[src/rtl/serial_adder_pkg.sv]
// serial_adder_pkg: shared types and constants for the bit-serial adder.
//   state_e       - controller states (IDLE, BUSY, DONE)
//   DEFAULT_WIDTH - default operand/sum width
//   cnt_width()   - bit counter width for a given operand width
package serial_adder_pkg;

  typedef enum logic [1:0] {
    IDLE = 2'd0,
    BUSY = 2'd1,
    DONE = 2'd2
  } state_e;

  localparam int unsigned DEFAULT_WIDTH = 4;

  // Counter must hold 0..w-1; never narrower than one bit.
  function automatic int unsigned cnt_width(input int unsigned w);
    return (w <= 2) ? 1 : $clog2(w);
  endfunction

endpackage

[src/rtl/full_adder.sv]
// full_adder: combinational single-bit full-adder cell.
//   a, b - addend bits
//   ci   - carry in
//   s    - sum bit
//   co   - carry out
module full_adder (
  input  logic a,
  input  logic b,
  input  logic ci,
  output logic s,
  output logic co
);

  always_comb begin
    s  = a ^ b ^ ci;
    co = (a & b) | (ci & (a ^ b));
  end

endmodule

[src/rtl/serial_adder.sv]
// serial_adder: bit-serial ripple adder, one sum bit per clock, LSB first.
//   clk, rst           - clock, synchronous active-high reset
//   in_valid/in_ready  - operand handshake (in_ready high only in IDLE)
//   A, B, Cin          - operands and carry-in, sampled at the accept edge
//   out_valid/out_ready- result handshake (out_valid high only in DONE)
//   Sum, Cout          - {Cout,Sum} = A + B + Cin
//   Ovf                - signed overflow; present only when SERIAL_ADDER_OVF_EN
//                        is defined
module serial_adder
  import serial_adder_pkg::*;
#(
  parameter int unsigned WIDTH = DEFAULT_WIDTH
) (
  input  logic             clk,
  input  logic             rst,
  input  logic             in_valid,
  output logic             in_ready,
  input  logic [WIDTH-1:0] A,
  input  logic [WIDTH-1:0] B,
  input  logic             Cin,
  output logic             out_valid,
  input  logic             out_ready,
  output logic [WIDTH-1:0] Sum,
  output logic             Cout
`ifdef SERIAL_ADDER_OVF_EN
  ,
  output logic             Ovf
`endif
);

  localparam int unsigned CW = cnt_width(WIDTH);

  state_e           state_q, state_d;
  logic [WIDTH-1:0] a_q, a_d;
  logic [WIDTH-1:0] b_q, b_d;
  logic [WIDTH-1:0] sum_q, sum_d;
  logic             carry_q, carry_d;
  logic             cout_q, cout_d;
  logic [CW-1:0]    cnt_q, cnt_d;
`ifdef SERIAL_ADDER_OVF_EN
  logic             ovf_q, ovf_d;
`endif

  logic fa_s, fa_co;

  full_adder u_fa (
    .a  (a_q[0]),
    .b  (b_q[0]),
    .ci (carry_q),
    .s  (fa_s),
    .co (fa_co)
  );

  always_comb begin
    state_d = state_q;
    a_d     = a_q;
    b_d     = b_q;
    sum_d   = sum_q;
    carry_d = carry_q;
    cout_d  = cout_q;
    cnt_d   = cnt_q;
`ifdef SERIAL_ADDER_OVF_EN
    ovf_d   = ovf_q;
`endif
    unique case (state_q)
      IDLE: begin
        if (in_valid) begin
          a_d     = A;
          b_d     = B;
          carry_d = Cin;
          cnt_d   = '0;
          state_d = BUSY;
        end
      end
      BUSY: begin
        sum_d   = {fa_s, sum_q[WIDTH-1:1]};
        a_d     = {1'b0, a_q[WIDTH-1:1]};
        b_d     = {1'b0, b_q[WIDTH-1:1]};
        carry_d = fa_co;
        cnt_d   = cnt_q + 1'b1;
        if (cnt_q == CW'(WIDTH - 1)) begin
          cout_d  = fa_co;
`ifdef SERIAL_ADDER_OVF_EN
          // On the MSB bit, carry_q is the carry into the MSB.
          ovf_d   = carry_q ^ fa_co;
`endif
          state_d = DONE;
        end
      end
      DONE: begin
        if (out_ready) state_d = IDLE;
      end
      default: state_d = IDLE;
    endcase
  end

  always_ff @(posedge clk) begin
    if (rst) begin
      state_q <= IDLE;
      a_q     <= '0;
      b_q     <= '0;
      sum_q   <= '0;
      carry_q <= 1'b0;
      cout_q  <= 1'b0;
      cnt_q   <= '0;
`ifdef SERIAL_ADDER_OVF_EN
      ovf_q   <= 1'b0;
`endif
    end else begin
      state_q <= state_d;
      a_q     <= a_d;
      b_q     <= b_d;
      sum_q   <= sum_d;
      carry_q <= carry_d;
      cout_q  <= cout_d;
      cnt_q   <= cnt_d;
`ifdef SERIAL_ADDER_OVF_EN
      ovf_q   <= ovf_d;
`endif
    end
  end

  assign in_ready  = (state_q == IDLE);
  assign out_valid = (state_q == DONE);
  assign Sum       = sum_q;
  assign Cout      = cout_q;
`ifdef SERIAL_ADDER_OVF_EN
  assign Ovf       = ovf_q;
`endif

endmodule

[config.mk]
export PLATFORM = sky130hd
export DESIGN_NAME = serial_adder
export DESIGN_NICKNAME = d
export VERILOG_FILES = /design/src/rtl/serial_adder_pkg.sv /design/src/rtl/full_adder.sv /design/src/rtl/serial_adder.sv
export SDC_FILE = /design/constraint.sdc
export NUM_CORES = 1
export LEC_CHECK = 0
export ABC_AREA = 1
export CAP_MARGIN = 20
export CELL_PAD_IN_SITES_DETAIL_PLACEMENT = 1
export CELL_PAD_IN_SITES_GLOBAL_PLACEMENT = 2
export CORE_UTILIZATION = 29
export CTS_BUF_LIST = sky130_fd_sc_hd__clkbuf_4
export DETAILED_ROUTE_END_ITERATION = 12
export PLACE_DENSITY_LB_ADDON = 0.08
export SETUP_SLACK_MARGIN = 0.05
export SLEW_MARGIN = 20
export SYNTH_ARGS = -nofsm -noshare
export SYNTH_HDL_FRONTEND = slang
export SYNTH_SLANG_ARGS = --single-unit
[constraint.sdc]
create_clock -name clk -period 2.1 [get_ports clk]
set_clock_uncertainty 0.1 [all_clocks]
set_input_delay 0.42 -clock clk [delete_from_list [all_inputs] [get_ports clk]]
set_output_delay 0.42 -clock clk [all_outputs]
set_load 0.03 [all_outputs]
==> impl_metrics.py, run 1 <==
metrics = {
    "timing": {
        "finalSetupViolations": 0,
        "finalCriticalPeriod_ns": 1.90,
        "drv_slew": 0,
        "hold_viol": 0,
        "worst_pin_slew_ns": 0.468,
        "min_period_over_period_pct": 90.3,
        "rsz0062_at_grt": "no",
        "max_freq_ghz": 0.527,
        "finalSetupTns_ns": 0,
        "slew_headroom_pct": 68.7,
    },
    "detailed_routing": {
        "drc": 2,
        "drt_pass1_iterations": 9,
        "wl_per_cell_um": 11.1,
        "ant_nets": 0,
        "drt_iter0_drc": 9,
        "routed_via_density": 4.53,
        "wl_um": 1970,
        "num_vias": 807,
    },
    "clocking": {
        "clock_path_buffers": 2,
        "cts.sink_count": 18,
        "htreeDepth": 1,
        "clk_pin_slew_ns": 0.11,
        "root_buffer": "clkbuf_4",
        "cts_tree": "done",
        "cts_inserted_buffers": 3,
        "clk-insertion-delay-late_ns": 0.30,
    },
    "placed_design": {
        "placed_cells": 174,
        "port_buffers": 19,
        "gp_congestion": 0.729,
        "hpwl_um": 1460,
    },
    "critical_path": {
        "critPathMaxFanout": 3,
        "critPathCaptureType": "primary output",
        "reg2reg_slack_ns": 0.69,
        "reg2reg_from": "state_q[0]",
        "crit_required_ns": 1.58,
        "arrival_ns": 1.38,
        "worst_r2r_path_depth": 6,
        "rr_endpoint": "Cout",
        "critPathKind": "flip-flop to primary output",
        "startpoint_type": "flip-flop",
    },
    "logic_synthesis": {
        "synth_top_area_cell": "dfxtp_1",
        "yosys.area_share.simple_pct": 29.0,
        "ys.flop_type": "dfxtp_1",
        "synthXorXnorAreaFrac_pct": 0,
        "synth_top_family_by_area": "simple AND/OR/NAND/NOR gates",
        "synth_nets": 141,
        "synth_fa_ha_area_share_pct": 3.73,
        "yosys-top-cells-count": "36 x nand2_1, 20 x inv_1, 18 x dfxtp_1, 18 x nor2_1, 13 x a21oi_1",
        "synth.avg_cell_area_um2": 6.92,
        "synth-edff-count": 0,
        "synth_compound_area_share_pct": 12.2,
        "synthTopCellsByArea": "dfxtp_1 41%, nand2_1 15%, inv_1 8.6%",
        "synth_top_area_share_pct": 41.3,
        "yosysMostFrequentCell": "nand2_1",
        "synth_cells": 126,
        "synthesis.area_um2": 872,
        "synth_seq_cells": 18,
        "seq_area_frac_synth_pct": 41.3,
        "yosys_warnings": 0,
        "synthMuxAreaShare_pct": 0,
        "synth_cell_types": 18,
        "async_flop_share_pct": 0,
    },
    "min_path": {
        "hold_path.class": "flip-flop to flip-flop",
        "min_path_cells": 2,
        "holdPathEnd": "Cout",
        "min_from": "Cout",
    },
    "floorplan": {
        "ioPinCount": 20,
        "design.die.area_mm2": 0.00323,
        "dieHeight_um": 56.8,
        "rows": 19,
        "initial_core_util_pct": 31.1,
        "die_x_um": 56.8,
        "core_area_mm2": 0.00281,
    },
    "run_status": {
        "status": "finished, violations left",
        "failed_checks": "DRC",
    },
    "global_routing": {
        "grt_pass1_wl_um": 3550,
        "grt_max_degree": 19,
        "antenna_found_initial": 0,
        "grt_pass1_vias": 842,
        "grt.total_usage_pct": 14.4,
        "overflow": 0,
    },
    "power": {
        "total_leakage_power_nw": 0.503,
        "total_power_mw": 0.736,
        "ir_drop_mv": 0.252,
        "power.density_mw_per_mm2": 668,
    },
    "finish": {
        "n_fill_cell": 385,
        "syn_to_final_growth_pct": 26.4,
        "final_cells": 178,
        "layout-drive-gt1-share_pct": 7.48,
        "fin_nets": 163,
        "antenna_cells": 0,
    },
    "run": {
        "maxCapViolCount": 0,
    },
}
## kinds of logic (layout without fill, tap and decap cells)
| group | after synthesis | count (layout) |
|---|---|---|
| compound gates | 19 | 19 |
| fa+ha+maj | 2 | 2 |
| buf+inv | 26 | 47 |
| flops | 18 | 18 |
| simple gates | 61 | 61 |
## metal layers
layer / vias up / wire length [um] / GRT usage, %
li1: 420 / - / -
met2: 18 / 927 / 25.5
met5: - / 0 / 0
met3: 4 / 89 / 3.46
met1: 365 / 925 / 16.7
met4: 0 / 29 / 5.23
## cells in the final DEF, fill, tap and decap left out
cell type,n
dlygate4sd2_1,2
o21ai_1,4
inv_2,2
o21ai_0,1
ha_1,1
or2_0,1
clkbuf_4,3
inv_1,20
buf_4,2
fa_1,1
nor2_2,1
o21ai_4,1
nor2_1,18
nand3_1,3
dfxtp_1,18
nand2_4,1
clkinv_1,1
nand2_1,36
a21oi_1,13
nor2_4,1
clkdlybuf4s50_1,17
## worst max-delay path: stages (launching register included)
cell and delay, ns:
dfxtp_1 0.44, inv_2 0.10, nor2_1 0.13, dlygate4sd2_1 0.41
## per-stage QoR
stage | hold slack, ns | util [%] | worst slack [ns] | cell area [um2]
floorplan | 0.333 | - | 0.639 | 872
global placement | 0.351 | 38.4 | 0.279 | 1080
detailed placement | 0.358 | 38.4 | 0.234 | 1080
CTS | 0.376 | 39.3 | 0.177 | 1100
global route | 0.388 | 39.3 | 0.122 | 1100
finish | 0.369 | 39.3 | 0.203 | 1100
## timing repair
action	in CTS	in global routing
resized for setup	2	0
hold buffers	0	0
endpoints found under the setup margin	2	0
setup buffers	0	0
## flip-flops by register name, indices dropped and copies added (netlist names)
signal / cells
Cout: 1
Sum: 4
a_q: 4
b_q: 4
carry_q: 1
cnt_q: 2
state_q: 2
## final cells by class
class,count,area [um2],share of cell area [%]
clock buffer,3,22.5,2.04
clock inverter,1,3.75,0.341
inverter,22,82.6,7.49
multi-input combinational,82,392,35.5
sequential,18,360,32.7
tap,31,38.8,3.52
timing repair buffer,21,203,18.4
## report_power, final
part / switching, mW / internal (mW) / total (mW) / leakage, nW
logic: 0.0956 / 0.0749 / 0.171 / 0.339
clock network: 0.110 / 0.0691 / 0.179 / 0.0154
registers: 0.0181 / 0.369 / 0.387 / 0.148
## worst max path at each step
stage | startpoint | cells past startpoint | to | slack [ns]
3_3_place_gp | state_q[1] | 3 | out_valid | 0.28
3_5_place_dp | in_valid | 5 | a_q[1] | 0.23
2_1_floorplan | state_q[0] | 2 | out_valid | 0.64
4_1_cts | state_q[1] | 3 | out_valid | 0.18
5_1_grt | state_q[1] | 3 | out_valid | 0.12
6_report | state_q[1] | 3 | out_valid | 0.20
Note: power is estimated with default switching activity, not from simulation.
==> run 2: changes to the inputs <==
--- a/config.mk
+++ b/config.mk
@@ -12,9 +12,11 @@
 export CORE_UTILIZATION = 29
 export CTS_BUF_LIST = sky130_fd_sc_hd__clkbuf_4
 export DETAILED_ROUTE_END_ITERATION = 12
+export GPL_TIMING_DRIVEN = 1
 export PLACE_DENSITY_LB_ADDON = 0.08
 export SETUP_SLACK_MARGIN = 0.05
 export SLEW_MARGIN = 20
 export SYNTH_ARGS = -nofsm -noshare
 export SYNTH_HDL_FRONTEND = slang
 export SYNTH_SLANG_ARGS = --single-unit
+export TNS_END_PERCENT = 20
==> results of run 2 <==
Final layout, timing and power as in run 1 (identical DEF).
==> run 3: changes to the inputs <==
--- a/config.mk
+++ b/config.mk
@@ -6,10 +6,11 @@
 export NUM_CORES = 1
 export LEC_CHECK = 0
 export ABC_AREA = 1
+export ABC_CLOCK_PERIOD_IN_PS = 1700
 export CAP_MARGIN = 20
 export CELL_PAD_IN_SITES_DETAIL_PLACEMENT = 1
 export CELL_PAD_IN_SITES_GLOBAL_PLACEMENT = 2
-export CORE_UTILIZATION = 29
+export CORE_UTILIZATION = 25
 export CTS_BUF_LIST = sky130_fd_sc_hd__clkbuf_4
 export DETAILED_ROUTE_END_ITERATION = 12
 export GPL_TIMING_DRIVEN = 1
==> constraint.sdc (replaced) <==
create_clock -name clk -period 1.7 [get_ports clk]
set_clock_uncertainty 0.1 [all_clocks]
set_input_delay 0.34 -clock clk [delete_from_list [all_inputs] [get_ports clk]]
set_output_delay 0.34 -clock clk [all_outputs]
set_load 0.03 [all_outputs]
==> impl_metrics.py, run 3 (synthesized netlist as in run 1, its figures left out) <==
metrics = {
    "run_status": {
        "status": "completed",
    },
    "timing": {
        "max_freq_ghz": 0.626,
        "drv_slew": 0,
        "slew_headroom_pct": 79.6,
        "finalSetupTns_ns": 0,
        "worst_pin_slew_ns": 0.308,
        "finalSetupViolations": 0,
        "rsz0062_at_grt": "yes",
        "finalCriticalPeriod_ns": 1.60,
        "hold_viol": 0,
        "min_period_over_period_pct": 93.9,
    },
    "detailed_routing": {
        "routed_via_density": 4.11,
        "ant_nets": 0,
        "num_vias": 813,
        "wl_per_cell_um": 10.4,
        "drt_iter0_drc": 10,
        "drt_pass1_iterations": 2,
        "wl_um": 2060,
        "drc": 0,
    },
    "run": {
        "maxCapViolCount": 0,
    },
    "critical_path": {
        "arrival_ns": 1.16,
        "cpMaxStageDelayCell": "dfxtp_1",
        "critPathMaxFanout": 2,
        "crit_required_ns": 1.26,
        "startpoint_type": "flip-flop",
        "critPathCaptureType": "primary output",
        "crit_buf_inv": 2,
        "path_delay_family": "flip-flops",
        "cp_cell_sequence": "inv_2, nor2_1, clkdlybuf4s15_2",
        "critPathKind": "flip-flop to primary output",
        "critPathMaxStageDelay_ns": 0.38,
    },
    "finish": {
        "fin_nets": 169,
        "mostFrequentLayoutCells": "36 x nand2_1, 20 x inv_1, 18 x dfxtp_1, 18 x nor2_1, 13 x a21oi_1",
        "syn_to_final_growth_pct": 34.7,
        "layout_commonest_cell": "nand2_1",
        "post-route-util_pct": 35.2,
        "final_cells": 198,
        "antenna_cells": 0,
        "layout-drive-gt1-share_pct": 12.5,
    },
    "floorplan": {
        "initial_core_util_pct": 26.1,
        "die_x_um": 61.1,
        "rows": 21,
        "design.die.area_mm2": 0.00373,
        "core_area_mm2": 0.00334,
        "ioPinCount": 20,
        "dieHeight_um": 61.1,
    },
    "clocking": {
        "clk_pin_slew_ns": 0.10,
        "clock_path_buffers": 2,
        "postCtsHoldBufs": 0,
        "cts_tree": "done",
        "clk-insertion-delay-late_ns": 0.30,
        "post_cts_resized": 8,
        "cts_inserted_buffers": 3,
        "cts_setup_buffers": 0,
        "cts.sink_count": 18,
        "root_buffer": "clkbuf_4",
        "htreeDepth": 1,
    },
    "global_routing": {
        "grt_pass1_vias": 785,
        "grt_max_degree": 15,
        "antenna_found_initial": 0,
        "grt_pass1_wl_um": 3480,
        "grt.total_usage_pct": 13.2,
        "overflow": 0,
    },
    "placed_design": {
        "gp_congestion": 0.648,
        "placed_cells": 195,
        "port_buffers": 19,
        "hpwl_um": 1540,
    },
    "min_path": {
        "hold_path.class": "flip-flop to flip-flop",
    },
    "power": {
        "ir_drop_mv": 0.230,
        "power.density_mw_per_mm2": 781,
        "total_leakage_power_nw": 0.553,
    },
}
[run 3: worst min-delay path, stage by stage, from the launching register on]
cell and delay, ns:
dfxtp_1 0.33, nand2_1 0.06, a21oi_1 0.05
[run 3: area by class of cell]
cell class | count | area, um2
fillers | 447 | 2160
multi-input cells | 82 | 397
flip-flops and latches | 18 | 360
repair buffers | 27 | 255
inverters | 22 | 82.6
well taps | 46 | 57.6
clock buffers | 3 | 22.5
[run 3: routing by layer]
metal	track usage (%)	up-vias	part of all wire, %
met4	6.82	0	2.4
met2	21.6	14	49
met5	0	-	0
met1	16.2	366	45
li1	-	428	-
met3	3.15	5	3.8
[run 3: per-stage QoR]
step                      setup slack (ns)  area, um2  hold slack (ns)  total power [mW]
final                                0.103       1170            0.371             0.917
after global routing                0.0369       1170            0.399             0.990
after CTS                           0.0512       1170            0.375             0.934
after detailed placement            0.0870       1150            0.360             0.718
after global placement               0.105       1150            0.350             0.713
after floorplan                      0.319        872            0.309             0.628
[run 3: report_power, final]
group / total, mW / leakage, nW / switching [mW] / internal (mW)
Combinational: 0.225 / 0.391 / 0.124 / 0.101
Sequential: 0.474 / 0.148 / 0.0182 / 0.455
Clock: 0.219 / 0.0138 / 0.136 / 0.0826
[run 3: final timing paths]
check	from	endpoint	slack, ns	cells past startpoint
worst max-delay path	state_q[1]	out_valid	0.10	3
worst min-delay path	b_q[3]	b_q[3]	0.37	2
worst max register to register	carry_q	carry_q	0.43	5
worst min register to register	b_q[3]	b_q[3]	0.37	2
